[config.mk]
export PLATFORM = sky130hd
export DESIGN_NAME = seg_display_scheduler
export DESIGN_NICKNAME = d
export VERILOG_FILES = /design/src/rtl/seg_sched_pkg.sv /design/src/rtl/rr_pick.sv /design/src/rtl/seg_display_scheduler.sv
export SDC_FILE = /design/constraint.sdc
export NUM_CORES = 1
export LEC_CHECK = 0
export BUFFER_PORTS_ARGS = -buffer_cell sky130_fd_sc_hd__buf_2
export CAP_MARGIN = 5
export CORE_ASPECT_RATIO = 1.5
export CORE_UTILIZATION = 51
export CTS_BUF_LIST = sky130_fd_sc_hd__clkbuf_4 sky130_fd_sc_hd__clkbuf_8
export DETAILED_ROUTE_END_ITERATION = 8
export GPL_ROUTABILITY_DRIVEN = 0
export HOLD_SLACK_MARGIN = 0.05
export PLACE_DENSITY_LB_ADDON = 0.1
export SYNTH_ARGS = -nofsm -noshare
export SYNTH_HDL_FRONTEND = slang
export SYNTH_SLANG_ARGS = --single-unit
[constraint.sdc]
create_clock -name i_Clk -period 1.9 [get_ports i_Clk]
set_input_delay 0.095 -clock i_Clk [delete_from_list [all_inputs] [get_ports i_Clk]]
set_output_delay 0.095 -clock i_Clk [all_outputs]
set_load 0.1 [all_outputs]
[src/rtl/seg_sched_pkg.sv]
// rtl/seg_sched_pkg.sv - shared types and constants for the display scheduler
// Purpose: FSM state type and the display byte width used by the scheduler.
// Ports: none (package).
package seg_sched_pkg;

    localparam int SEG_BYTE_W = 8;

    typedef enum logic {
        IDLE  = 1'b0,
        DWELL = 1'b1
    } sched_state_t;

endpackage

[src/rtl/rr_pick.sv]
// rtl/rr_pick.sv - combinational round-robin requester picker
// Purpose: finds the first set request bit after the last owner, wrapping
//          around, so the last owner is checked last.
// Ports:
//   req   in  N_REQ    request vector
//   last  in  OWNER_W  index of the previous owner
//   found out 1        at least one request bit is set
//   index out OWNER_W  winning requester index (0 when found=0)
module rr_pick #(
    parameter int N_REQ   = 4,
    parameter int OWNER_W = 2
) (
    input  logic [N_REQ-1:0]   req,
    input  logic [OWNER_W-1:0] last,
    output logic               found,
    output logic [OWNER_W-1:0] index
);

    int tmp;

    // Scan from the farthest offset down to the nearest one so the
    // nearest requester after 'last' is the final (winning) assignment.
    always_comb begin
        found = 1'b0;
        index = '0;
        tmp   = 0;
        for (int i = N_REQ; i >= 1; i--) begin
            tmp = int'(last) + i;
            if (tmp >= N_REQ) begin
                tmp = tmp - N_REQ;
            end
            if (req[tmp]) begin
                found = 1'b1;
                index = tmp[OWNER_W-1:0];
            end
        end
    end

endmodule

[src/rtl/seg_display_scheduler.sv]
// rtl/seg_display_scheduler.sv - round-robin time-sharing of the 7-segment display
// Purpose: grants the two-digit display to one of N_REQ requesters at a time,
//          each for a fixed dwell, and forwards the owner's byte to the decoders.
// Ports:
//   i_Clk    in  1              system clock
//   i_Rst    in  1              synchronous reset, active-high
//   i_Req    in  N_REQ          level requests
//   i_Data   in  8*N_REQ        requester k byte at [8k+7:8k]
//   o_Grant  out N_REQ          one-hot grant, zero when idle
//   o_Owner  out clog2(N_REQ)   current/last owner index
//   o_Valid  out 1              o_Byte carries owned data
//   o_Byte   out 8              byte to the digit decoders
module seg_display_scheduler
    import seg_sched_pkg::*;
#(
    parameter int N_REQ        = 4,
    parameter int DWELL_CYCLES = 25_000_000
) (
    input  logic                        i_Clk,
    input  logic                        i_Rst,
    input  logic [N_REQ-1:0]            i_Req,
    input  logic [SEG_BYTE_W*N_REQ-1:0] i_Data,
    output logic [N_REQ-1:0]            o_Grant,
    output logic [$clog2(N_REQ)-1:0]    o_Owner,
    output logic                        o_Valid,
    output logic [SEG_BYTE_W-1:0]       o_Byte
);

    localparam int OWNER_W = $clog2(N_REQ);
    localparam int CNT_W   = $clog2(DWELL_CYCLES);

    localparam logic [N_REQ-1:0]   GRANT_ONE = {{(N_REQ-1){1'b0}}, 1'b1};
    localparam logic [OWNER_W-1:0] LAST_RST  = OWNER_W'(N_REQ - 1);
    localparam logic [CNT_W-1:0]   CNT_LAST  = CNT_W'(DWELL_CYCLES - 1);

    sched_state_t            r_State, w_State;
    logic [N_REQ-1:0]        r_Grant, w_Grant;
    logic [OWNER_W-1:0]      r_Owner, w_Owner;
    logic [OWNER_W-1:0]      r_Last,  w_Last;
    logic [CNT_W-1:0]        r_Cnt,   w_Cnt;
    logic                    r_Valid, w_Valid;
    logic [SEG_BYTE_W-1:0]   r_Byte,  w_Byte;

    logic                    w_Found;
    logic [OWNER_W-1:0]      w_Pick;
    logic [SEG_BYTE_W-1:0]   data_arr [N_REQ];

    for (genvar k = 0; k < N_REQ; k++) begin : g_unpack
        assign data_arr[k] = i_Data[k*SEG_BYTE_W +: SEG_BYTE_W];
    end

    rr_pick #(
        .N_REQ   (N_REQ),
        .OWNER_W (OWNER_W)
    ) u_rr_pick (
        .req   (i_Req),
        .last  (r_Last),
        .found (w_Found),
        .index (w_Pick)
    );

    always_ff @(posedge i_Clk) begin
        if (i_Rst) begin
            r_State <= IDLE;
            r_Grant <= '0;
            r_Owner <= '0;
            r_Last  <= LAST_RST;
            r_Cnt   <= '0;
            r_Valid <= 1'b0;
            r_Byte  <= '0;
        end else begin
            r_State <= w_State;
            r_Grant <= w_Grant;
            r_Owner <= w_Owner;
            r_Last  <= w_Last;
            r_Cnt   <= w_Cnt;
            r_Valid <= w_Valid;
            r_Byte  <= w_Byte;
        end
    end

    always_comb begin
        w_State = r_State;
        w_Grant = r_Grant;
        w_Owner = r_Owner;
        w_Last  = r_Last;
        w_Cnt   = r_Cnt;
        w_Valid = r_Valid;
        w_Byte  = r_Byte;

        unique case (r_State)
            IDLE: begin
                if (w_Found) begin
                    w_State = DWELL;
                    w_Grant = GRANT_ONE << w_Pick;
                    w_Owner = w_Pick;
                    w_Last  = w_Pick;
                    w_Cnt   = '0;
                    w_Valid = 1'b1;
                    w_Byte  = data_arr[w_Pick];
                end
            end
            DWELL: begin
                // Live pass-through of the owner's byte while dwelling.
                w_Byte = data_arr[r_Owner];
                if ((r_Cnt == CNT_LAST) || !i_Req[r_Owner]) begin
                    if (w_Found) begin
                        // Hand over in the same edge: no blank cycle.
                        w_Grant = GRANT_ONE << w_Pick;
                        w_Owner = w_Pick;
                        w_Last  = w_Pick;
                        w_Cnt   = '0;
                        w_Byte  = data_arr[w_Pick];
                    end else begin
                        // Owner and pointer are kept so fairness resumes from here.
                        w_State = IDLE;
                        w_Grant = '0;
                        w_Valid = 1'b0;
                        w_Byte  = '0;
                        w_Cnt   = '0;
                    end
                end else begin
                    w_Cnt = r_Cnt + CNT_W'(1);
                end
            end
            default: begin
                w_State = IDLE;
            end
        endcase
    end

    assign o_Grant = r_Grant;
    assign o_Owner = r_Owner;
    assign o_Valid = r_Valid;
    assign o_Byte  = r_Byte;

endmodule

Word level (Yosys, flattened, before mapping)
Index checks and enable logic that the tools add are counted.
W data, S select, Z words.
- add/sub/neg operators: 9
- $lt $le $gt $ge: 11
- equality and inequality tests: 4
- shifts and indexed selects: 1
- mux-type cells: 56
- bitwise logic cells: 3
- reduce and logical (&&, ||, !) cells: 4
- operator list (cell ; count):
    $ge A32 B4 Y1 const B ; 4
    $lt A32 B4 Y1 const B ; 4
    $mux W32 ; 4
    $sub A32 B4 Y32 const B ; 4
    $mux W8 ; 7
    $mux W25 ; 2
    $pmux W25 S2 ; 1
    $bmux W8 S2 ; 2
    $add A25 B1 Y25 const B ; 1
    $eq A25 B25 Y1 const B ; 1
    $mux W1 ; 18
    $mux W2 ; 8
    $pmux W8 S2 ; 1
    $mux W4 ; 3
    $bmux W1 S2 ; 5
    $pmux W2 S2 ; 2
    $pmux W4 S2 ; 1
    $add A2 B2 Y3 const B ; 2
    $ge A3 B3 Y1 const B ; 2
    $not A2 Y3 ; 2
    $add A2 B3 Y4 const B ; 1
    $ne A2 B1 Y1 const B ; 2
    $pmux W1 S2 ; 2
    $shl A1 B2 Y4 const A ; 1
    other kinds (8) ; 8
- register bits after elaboration: 43
- input port bits: 38
- output and inout port bits: 15
- logic and storage cells: 95

Longest topological paths before layout
Gate-level depths: netlist (run 1).
- depth in word-level cells: 17
- gate-level depth with buffers: 10
- depth with buffers taken out: 9

Cells and area by module
Synthesis (run 1) repeated with hierarchy kept, for this count alone.
- cell total of the unflattened synthesis: 261
- area, all modules: 2474.9 um2
- by module, submodules not included (module ; instances ; cells each ; area each (um2) ; seq. area each (um2)):
    seg_display_scheduler ; 1 ; 247 ; 2383.5 ; 860.8
    rr_pick ; 1 ; 14 ; 91.3 ; 0.0

Least setup slack after synthesis (run 1)
No wires, ideal clock.
- path type: register to register
- start: register r_Owner[1] (netlist: o_Owner[1])
- end: register r_Byte[0] (netlist: o_Byte[0])
- library setup time: 87 ps
- data arrival time: 2438 ps
- data required time: 1813 ps
- path slack: -625 ps
- stages on the path, launching flop included: 7
- path buffers: 1
- period minus slack after synthesis: 2525 ps
- cells stage by stage: dfxtp_1 buf_6 mux4_2 nand2_2 a31oi_4 a211o_4 o31ai_1
- longest elaborated chain between the ends: 6
- elaborated cells between the ends (all ways): 10
- those cells by class: mux (7); bitwise (1); reduce/logical (2)
- RTL lines (what ; line ; source):
    start, declared ; seg_display_scheduler.sv:38 ; logic [OWNER_W-1:0] r_Owner, w_Owner;
    start signal, assigned ; seg_display_scheduler.sv:74 ; r_Owner <= w_Owner;
    $not A2 Y3 (implied by the code) or $bmux W1 S2 (tied branches) ; seg_display_scheduler.sv:105, seg_display_scheduler.sv:106 ;
    $bmux W8 S2 or $mux W1 (tied branches) ; seg_display_scheduler.sv:105, seg_display_scheduler.sv:106 ;
    $mux W8 (implied by the code) or $logic_not A1 Y1 (tied branches) ; seg_display_scheduler.sv:105, seg_display_scheduler.sv:106 ;
    $mux W8 (implied by the code) or $logic_or A1 B1 Y1 (tied branches) ; seg_display_scheduler.sv:105, seg_display_scheduler.sv:106 ;
    $mux W8 * ; seg_display_scheduler.sv:106 ; if ((r_Cnt == CNT_LAST) || !i_Req[r_Owner]) begin
    $pmux W8 S2 * ; seg_display_scheduler.sv:91 ; unique case (r_State)
    end signal, assigned ; seg_display_scheduler.sv:78 ; r_Byte <= w_Byte;
    end, declared ; seg_display_scheduler.sv:42 ; logic [SEG_BYTE_W-1:0] r_Byte, w_Byte;
Every way passes the cells marked *; elsewhere a longest branch is shown, timed or not. The select of a mux whose other input is x is not followed.
A chain may end at the register's enable or synchronous reset.

Worst setup path after layout (run 1)
- start: register r_Cnt[0]
- end: register r_Byte[3] (netlist: o_Byte[3])
- longest elaborated chain between the ends: 4
- RTL lines (what ; line ; source):
    start, declared ; seg_display_scheduler.sv:40 ; logic [CNT_W-1:0] r_Cnt, w_Cnt;
    start signal, assigned ; seg_display_scheduler.sv:76 ; r_Cnt <= w_Cnt;
    $eq A25 B25 Y1 ; seg_display_scheduler.sv:106 ;
    $logic_or A1 B1 Y1 ; seg_display_scheduler.sv:106 ;
    $mux W8 ; seg_display_scheduler.sv:106 ;
    $pmux W8 S2 ; seg_display_scheduler.sv:91 ;
Every way passes these cells.

==> summary.txt, run 1 <==
Global routing
  • Gr ovfl total: 0
  • First-pass GRT wire length: roughly 10000 um
  • Vias in the first global route: 2358
  • Antenna violations before repair: 0
  • Largest net degree at the start of global routing: 19
  • GRT Total Usage: between 20% and 30%

Synth
  • Post-synth net total: around 310
  • Area leader, netlist: dfxtp_1
  • Synth warn: 0
  • Syn Area/Cell: 9.16 um^2
  • Mapped Cells: 274
  • #FFs+latches synth: 43
  • Post-Syn Area: around 2500 um^2
  • Synth top area cells: dfxtp_1, xnor2_1, o31a_1
  • Post-synth cell types: 52
  • Sequential fraction of the synthesis area: roughly 34%
  • Share of the synthesized area in the top cell type: between 30% and 40%

Clocking
  • CTS H-tree depth: 2
  • Clock latency on the worst-skew pair: 0.30 ns
  • Max Root-Sink Buffers: 2
  • # clock sinks: between 40 and 50
  • CTS tree: yes
  • CTS Buf Count: 5
  • Clk root buf: clkbuf_8
  • Clock-pin slew on the worst setup and hold paths: 0.09 ns

Critical path
  • Worst r2r dst: o_Byte[3]
  • CP top delay family: compound AO/OA/AOI/OAI gates
  • Startpoint Class: register
  • CP Max Fanout: 8
  • R2R Path Start: r_Cnt[0]
  • Critical path, cell by cell: ha_4 -> and4_4 -> and3_4 -> a31oi_4 -> a211o_4 -> o31ai_4
  • CP Class: reg2reg
  • Crit-path slowest cell: a211o_4
  • Worst path bufs/invs: 0
  • Crit path largest cell delay: about 0.38 ns
  • Crit path arrival time: a little over 2 ns
  • Worst path required time: ~2.1 ns
  • R2R setup slack: ~0.086 ns
  • CP endpoint kind: register
  • Reg2reg path depth: 6

STA
  • Final setup violating endpoints: 0
  • Final setup TNS: 0 ns
  • Post-layout min period: ~1.8 ns
  • Final Max Tran Viols: 0
  • Min Hold Slack: 0.109 ns
  • Worst clock skew: between 0.006 and 0.007 ns
  • Final worst path period share: between 90% and 100%
  • FMAX: roughly 550 MHz
  • Final hold vios: 0
  • Slew HR: roughly 50%
  • Worst-Margin Slew: between 0.7 and 0.8 ns
  • RSZ-0062 raised after global routing: true

Min path
  • Hold EP: r_State
  • HP Start: i_Rst
  • Hold Path Stages: 2
  • Hold crit path type: in2reg

Layout
  • Ratio of cells with drive above 1 in the final layout: a little under two fifths
  • Filler cell count: ~370
  • Final Instance Area: 3320 um^2
  • Ant. Diodes: 0
  • Synth-to-layout area growth: 32.3%
  • Nets: between 300 and 400

Die
  • Die height: 87.9 um
  • Ports: 53
  • Die width: 59.3 um
  • # rows: 30
  • DIE AREA: about 5200 um^2
  • Area of the core: 4620 um^2
  • Starting density of the core: between 50 and 60%

Drt
  • Wire per inst: approximately 16 um
  • DR DRC count: 0
  • DRT iter0 DRCs: 91
  • Post-route ant nets: 0
  • Vias: about 2.4k
  • DRT Wirelength: between 6000 and 7000 um
  • Drt first pass iters: 5
  • Vias per cell: about 5.8

Outcome
  • Outcome: finished, final reports clean

Placement
  • Placed cell areas: 3010 um^2
  • DP HPWL: around 4600 um
  • IO Port Bufs: 52

Power and ir drop
  • Total Power: approximately 2.7 mW
  • Worst vdd ir: 523 uV
  • Leakage power: ~1.2 nW
  • Pwr dens: around 800 nW/um^2

Run
  • Max_cap viols: 0
-- worst register-to-register path: stages (launching register included) --
cell	delay, ns
dfxtp_2	0.37
ha_4	0.14
and4_4	0.22
and3_4	0.21
a31oi_4	0.15
a211o_4	0.38
o31ai_4	0.26
-- registers in the layout, indices dropped and copies added, names as in the netlist --
| signal | flops |
|---|---|
| o_Owner | 2 |
| r_Cnt | 25 |
| o_Byte | 8 |
| r_Last | 2 |
| o_Grant | 4 |
| r_State | 1 |
| o_Valid | 1 |
-- metrics by stage --
stage	setup WS (ns)	cells	utilization (%)
finish	0.0863	417	71.9
global route	-0.0211	417	71.9
CTS	0.0104	412	68.7
detailed placement	-0.0888	401	65.1
global placement	-0.0797	401	65.1
floorplan	-0.116	274	-
-- cell type report --
class                      instances  area, um^2  area share [%]
clock buffer                       5        68.8            2.07
clock inverter                     3        43.8            1.32
inverter                           9        33.8            1.02
multi-input combinational        208        1700            51.3
sequential                        43         871            26.2
tap                               64        80.1            2.41
timing repair buffer              85         520            15.7
-- cells in the final DEF, fill, tap and decap left out, types with 2 or more instances in the layout --
| cell type | count |
|---|---|
| a211oi_1 | 15 |
| a21oi_1 | 7 |
| a21oi_2 | 2 |
| a22o_1 | 4 |
| a22oi_1 | 6 |
| a22oi_2 | 2 |
| and4_1 | 3 |
| and4_4 | 2 |
| buf_2 | 52 |
| buf_4 | 32 |
| clkbuf_8 | 5 |
| dfxtp_1 | 39 |
| dfxtp_2 | 2 |
| dfxtp_4 | 2 |
| inv_1 | 8 |
| mux4_1 | 3 |
| mux4_2 | 6 |
| nand2_1 | 12 |
| nand2b_1 | 2 |
| nand3_1 | 8 |
| nand4_1 | 3 |
| nor2_1 | 36 |
| nor2b_1 | 5 |
| nor3_1 | 8 |
| nor3_4 | 2 |
| nor4_2 | 4 |
| o21ai_0 | 4 |
| o31a_1 | 16 |
| o31ai_1 | 3 |
| o31ai_2 | 3 |
| o31ai_4 | 2 |
| xnor2_1 | 19 |
| xor2_1 | 4 |
-- layer usage --
metal	vias to the layer above	share of wire, %	track usage (%)
li1	1187	-	-
met1	1150	39	25.6
met2	72	56	51.0
met3	15	3.4	4.14
met4	0	2.1	13.0
met5	-	0	0
-- synthesized netlist by cell type, drive strengths merged --
cell type,number
a211o,1
a211oi,16
a21o,1
a21oi,9
a22o,4
a22oi,8
a311oi,1
a31o,1
a31oi,2
and2,2
and3,2
and4,5
and4b,1
buf,7
clkbuf,7
clkinv,1
dfxtp,43
ha,2
inv,8
mux4,9
nand2,13
nand2b,2
nand3,9
nand3b,1
nand4,3
nor2,36
nor2b,6
nor3,10
nor4,6
nor4b,2
o21a,1
o21ai,5
o22ai,1
o31a,16
o31ai,8
or2,1
or3,1
xnor2,19
xor2,4
-- logic make-up (layout without fill, tap and decap cells) --
family                     after synthesis  after routing  share of synthesized area, %
DFF                                     43             43                          34.3
muxes                                    9              9                          8.53
AOI/OAI and AO/OA                       74             74                          23.2
xor gates and xnor gates                23             23                          8.03
adders and majority gates                2              2                         0.997
and+or+nand+nor                        100            100                          20.9
buffers and inverters                   23            102                          3.99
-- worst max path at each step --
stage                     from          to  slack [ns]  depth (start not counted)
floorplan           o_Owner[1]   o_Byte[0]       -0.12                          6
global placement      r_Cnt[0]  o_Grant[1]       -0.08                          6
detailed placement    i_Req[3]  o_Grant[3]       -0.09                          6
CTS                   r_Cnt[1]   o_Byte[1]        0.01                          6
global route           r_State   r_Cnt[24]       -0.02                          7
finish                r_Cnt[0]   o_Byte[3]        0.09                          6
-- power breakdown --
| part | internal, mW | switching (mW) | total, mW | leakage, nW |
|---|---|---|---|---|
| Combinational | 0.294 | 0.648 | 0.942 | 0.835 |
| Sequential | 0.961 | 0.0505 | 1.01 | 0.353 |
| Clock | 0.392 | 0.340 | 0.732 | 0.0581 |
| Total | 1.65 | 1.04 | 2.69 | 1.25 |
-- what timing repair did --
action	in CTS	in global routing
gates resized for setup	7	20
setup buffers	3	5
gates cloned	0	0
pin swaps	2	4
hold endpoints to repair	0	0
hold buffers	0	0
setup endpoints to repair	11	27
(Power assumes the default switching activity.)
==> run 2, diff against run 1 <==
--- a/config.mk
+++ b/config.mk
@@ -16,4 +16,5 @@
 export PLACE_DENSITY_LB_ADDON = 0.1
 export SYNTH_ARGS = -nofsm -noshare
 export SYNTH_HDL_FRONTEND = slang
+export SYNTH_HIERARCHICAL = 1
 export SYNTH_SLANG_ARGS = --single-unit
==> constraint.sdc (replaced) <==
create_clock -name i_Clk -period 2.1 [get_ports i_Clk]
set_input_delay 0.105 -clock i_Clk [delete_from_list [all_inputs] [get_ports i_Clk]]
set_output_delay 0.105 -clock i_Clk [all_outputs]
set_load 0.1 [all_outputs]
==> run 2 against run 1 <==
The flow now finishes with violations (negative setup slack); via count shrank 4.0%; cell count down 2.4%; critical path depth grew 1; synthesized cell count is 4.7% lower; sequential share of layout area rose by 0.22 points; power fell by 7.7%; first-iteration DRC count down 15%; largest power group unchanged; worst hold slack better by 0.088 ns; synthesized area shrank 1.3%.
==> summary.txt, run 2 <==
Outcome
  • Outcome: complete, but fails checks
  • Failing checks: negative setup slack

STA
  • Slew HR: 66.9% (+17 points)
  • Final worst slack: -0.0812 ns (-0.168 ns)
  • RSZ-0062 raised after global routing: true
  • Final hold vios: 0 (unchanged)
  • Final setup TNS: -1.45 ns (-1.45 ns)
  • Worst-Margin Slew: 0.500 ns (-0.245 ns)
  • Worst clock skew: 0.0122 ns (+0.00536 ns)
  • Final worst path period share: 104% (+8.4 points)
  • Final setup violating endpoints: 29 (+29)
  • FMAX: 458 MHz (-17%)
  • Post-layout min period: 2.18 ns (+0.368 ns)
  • Final Max Tran Viols: 0 (unchanged)

Clocking
  • CTS H-tree depth: 2 (unchanged)
  • CTS tree: yes
  • Clk root buf: clkbuf_8
  • Max Root-Sink Buffers: 2 (unchanged)
  • # clock sinks: 43 (unchanged)
  • CTS Buf Count: 5 (unchanged)
  • Clock-pin slew on the worst setup and hold paths: 0.09 ns (about the same)
  • Clock latency on the worst-skew pair: 0.30 ns (about the same)
  • Post-CTS Hold Buffers: 0 (unchanged)

Layout
  • Most common cell after layout, fill and taps aside: buf_2
  • Filler cell count: 381 (+3.8%)
  • Max reg flops: 25 (unchanged)
  • Largest Register: r_Cnt
  • Nets: 382 (-2.6%)
  • Ratio of cells with drive above 1 in the final layout: 37.9% (-0.34 points)
  • Commonest cells after routing, fill and taps aside: buf_2, nor2_1, dfxtp_1, buf_4, mux4_2
  • Post-Layout Cell Count: 407 (-2.4%)
  • Ant. Diodes: 0 (unchanged)
  • Multi-input gate area: 1560 um^2 (-8.2%)
  • Synth-to-layout area growth: 33.6%
  • Register area: 875 um^2 (+0.43%)

Die
  • Die height: 87.3 um (-0.67%)
  • # rows: 30 (unchanged)
  • Area of the core: 4580 um^2 (-0.81%)
  • DIE AREA: 5140 um^2 (-1.3%)
  • Starting density of the core: 54.0% (-0.29 points)
  • Ports: 53 (unchanged)
  • Die width: 58.9 um (-0.65%)

Global routing
  • Busiest grt layer: met2
  • Vias in the first global route: 2320 (-1.6%)
  • Antenna violations before repair: 0 (unchanged)
  • Met1 Use GR: 23.7% (-1.9 points)
  • Grt met2 use: 50.9% (about the same)
  • Gr ovfl total: 0 (unchanged)
  • Largest net degree at the start of global routing: 26 (+7)
  • Met3 usage in global routing: 4.31% (+0.17 points)
  • GRT Total Usage: 24.9% (-1.3 points)
  • First-pass GRT wire length: 9650 um (-6.0%)

Min path
  • Hold crit path type: in2reg
  • Hold Path Stages: 2 (unchanged)

Placement
  • Place WS: -0.0414 ns (+0.0473 ns)
  • IO Port Bufs: 52 (unchanged)
  • DP HPWL: 4320 um (-6.8%)
  • Placed cell count: 392 (-2.2%)

Power and ir drop
  • Worst vdd ir: 427 uV (-18%)
  • Total Power: 2.48 mW (-7.7%)
  • Pwr dens: 750 nW/um^2 (-7.3%)
  • Leakage power: 1.29 nW (+3.8%)

Drt
  • DRT iter0 DRCs: 77 (-15%)
  • Vias: 2327 (-4.0%)
  • Wire per inst: 15.5 um (about the same)
  • DR DRC count: 0 (unchanged)
  • Drt first pass iters: 4 (-1)
  • Post-route ant nets: 0 (unchanged)
  • DRT Wirelength: 6320 um (-2.4%)
  • Vias per cell: 5.72 (-1.6%)

Synth
  • Post-synth net total: 301 (-4.1%)
  • Synth warn: 6 (+6)
  • #FFs+latches synth: 43 (unchanged)
  • Syn Area/Cell: 9.48 um^2 (+3.6%)
  • Post-synth cell types: 43 (-17%)
  • Post-Syn Area: 2470 um^2 (-1.3%)
  • Main synth FF type: dfxtp_1
  • Share of the synthesized area in the top cell type: 34.8% (+0.47 points)
  • Most numerous cell in the Yosys netlist: dfxtp_1
  • Area leader, netlist: dfxtp_1
  • Mapped Cells: 261 (-4.7%)
  • FFs w/ async S/R, synth: 0% (unchanged)
  • Post-synth EDFFs: 0 (unchanged)
  • Commonest cells post-synth: dfxtp_1, nor2_1, mux4_2
  • Sequential fraction of the synthesis area: 34.8% (+0.47 points)
  • Synth top area cells: dfxtp_1, mux4_2, nor2_1

Run
  • Max_cap viols: 0 (unchanged)

Critical path
  • Worst path required time: 2.33 ns (+0.20 ns)
  • Startpoint Class: register
  • CP Max Fanout: 5 (-3)
  • CP endpoint kind: register
  • Crit path arrival time: 2.41 ns (+0.37 ns)
  • CP Class: reg2reg
  • R2R setup slack: -0.08 ns (-0.17 ns)
  • Reg2reg path depth: 7 (+1)
## run 2: logic make-up after synthesis
logic type      share of synthesized area, %
xor+xnor                                8.49
flops                                   34.8
simple gates                            23.2
buf+inv                                 4.20
mux                                     16.3
compound gates                          12.0
fa+ha+maj                               1.01
## run 2: final cells by class
type | count | share of cell area (%)
inverter | 9 | 1.02
sequential | 43 | 26.5
clock buffer | 6 | 2.31
clock inverter | 2 | 1.82
multi-input combinational | 195 | 47.3
timing repair buffer | 88 | 18.7
tap | 64 | 2.42
## run 2: per-stage QoR
stage	hold slack, ns	util (%)	cell area (um^2)
2_1_floorplan	0.392	-	2490
3_3_place_gp	0.463	65.7	3010
3_5_place_dp	0.466	65.7	3010
4_1_cts	0.182	69.1	3170
5_1_grt	0.223	72.2	3310
6_report	0.197	72.2	3310
## run 2: path summary, 6_finish.rpt
kind | start | end
worst max-delay path | r_Cnt[6] | o_Owner[0]
worst min-delay path | i_Rst | r_State
worst max register to register | r_Cnt[6] | o_Owner[0]
worst min register to register | o_Grant[2] | o_Grant[2]
## run 2: report_power, final
part	leakage [nW]	total [mW]	internal, mW	switching [mW]
Combinational	0.871	0.800	0.305	0.495
Clock	0.0688	0.775	0.488	0.287
Sequential	0.353	0.904	0.864	0.0401
Total	1.29	2.48	1.66	0.822
## run 2: routing by layer
layer / up-vias / routed length, um
met5: - / 0
met1: 1141 / 2280
li1: 1120 / -
met4: 0 / 127
met2: 55 / 3700
met3: 11 / 211
## run 2: what timing repair did
item,in CTS,in global routing
endpoints found under the setup margin,31,36
buffers inserted,1,3
cloned,0,3
pin swaps,1,6
gates resized for setup,2,15
## run 2: worst max-delay path: stages (launching register included)
cell and delay [ns]:
dfxtp_1 0.34, nor4b_1 0.43, nand4_1 0.21, o311a_4 0.43, buf_6 0.13, buf_6 0.11, or3_4 0.33, a21oi_2 0.13
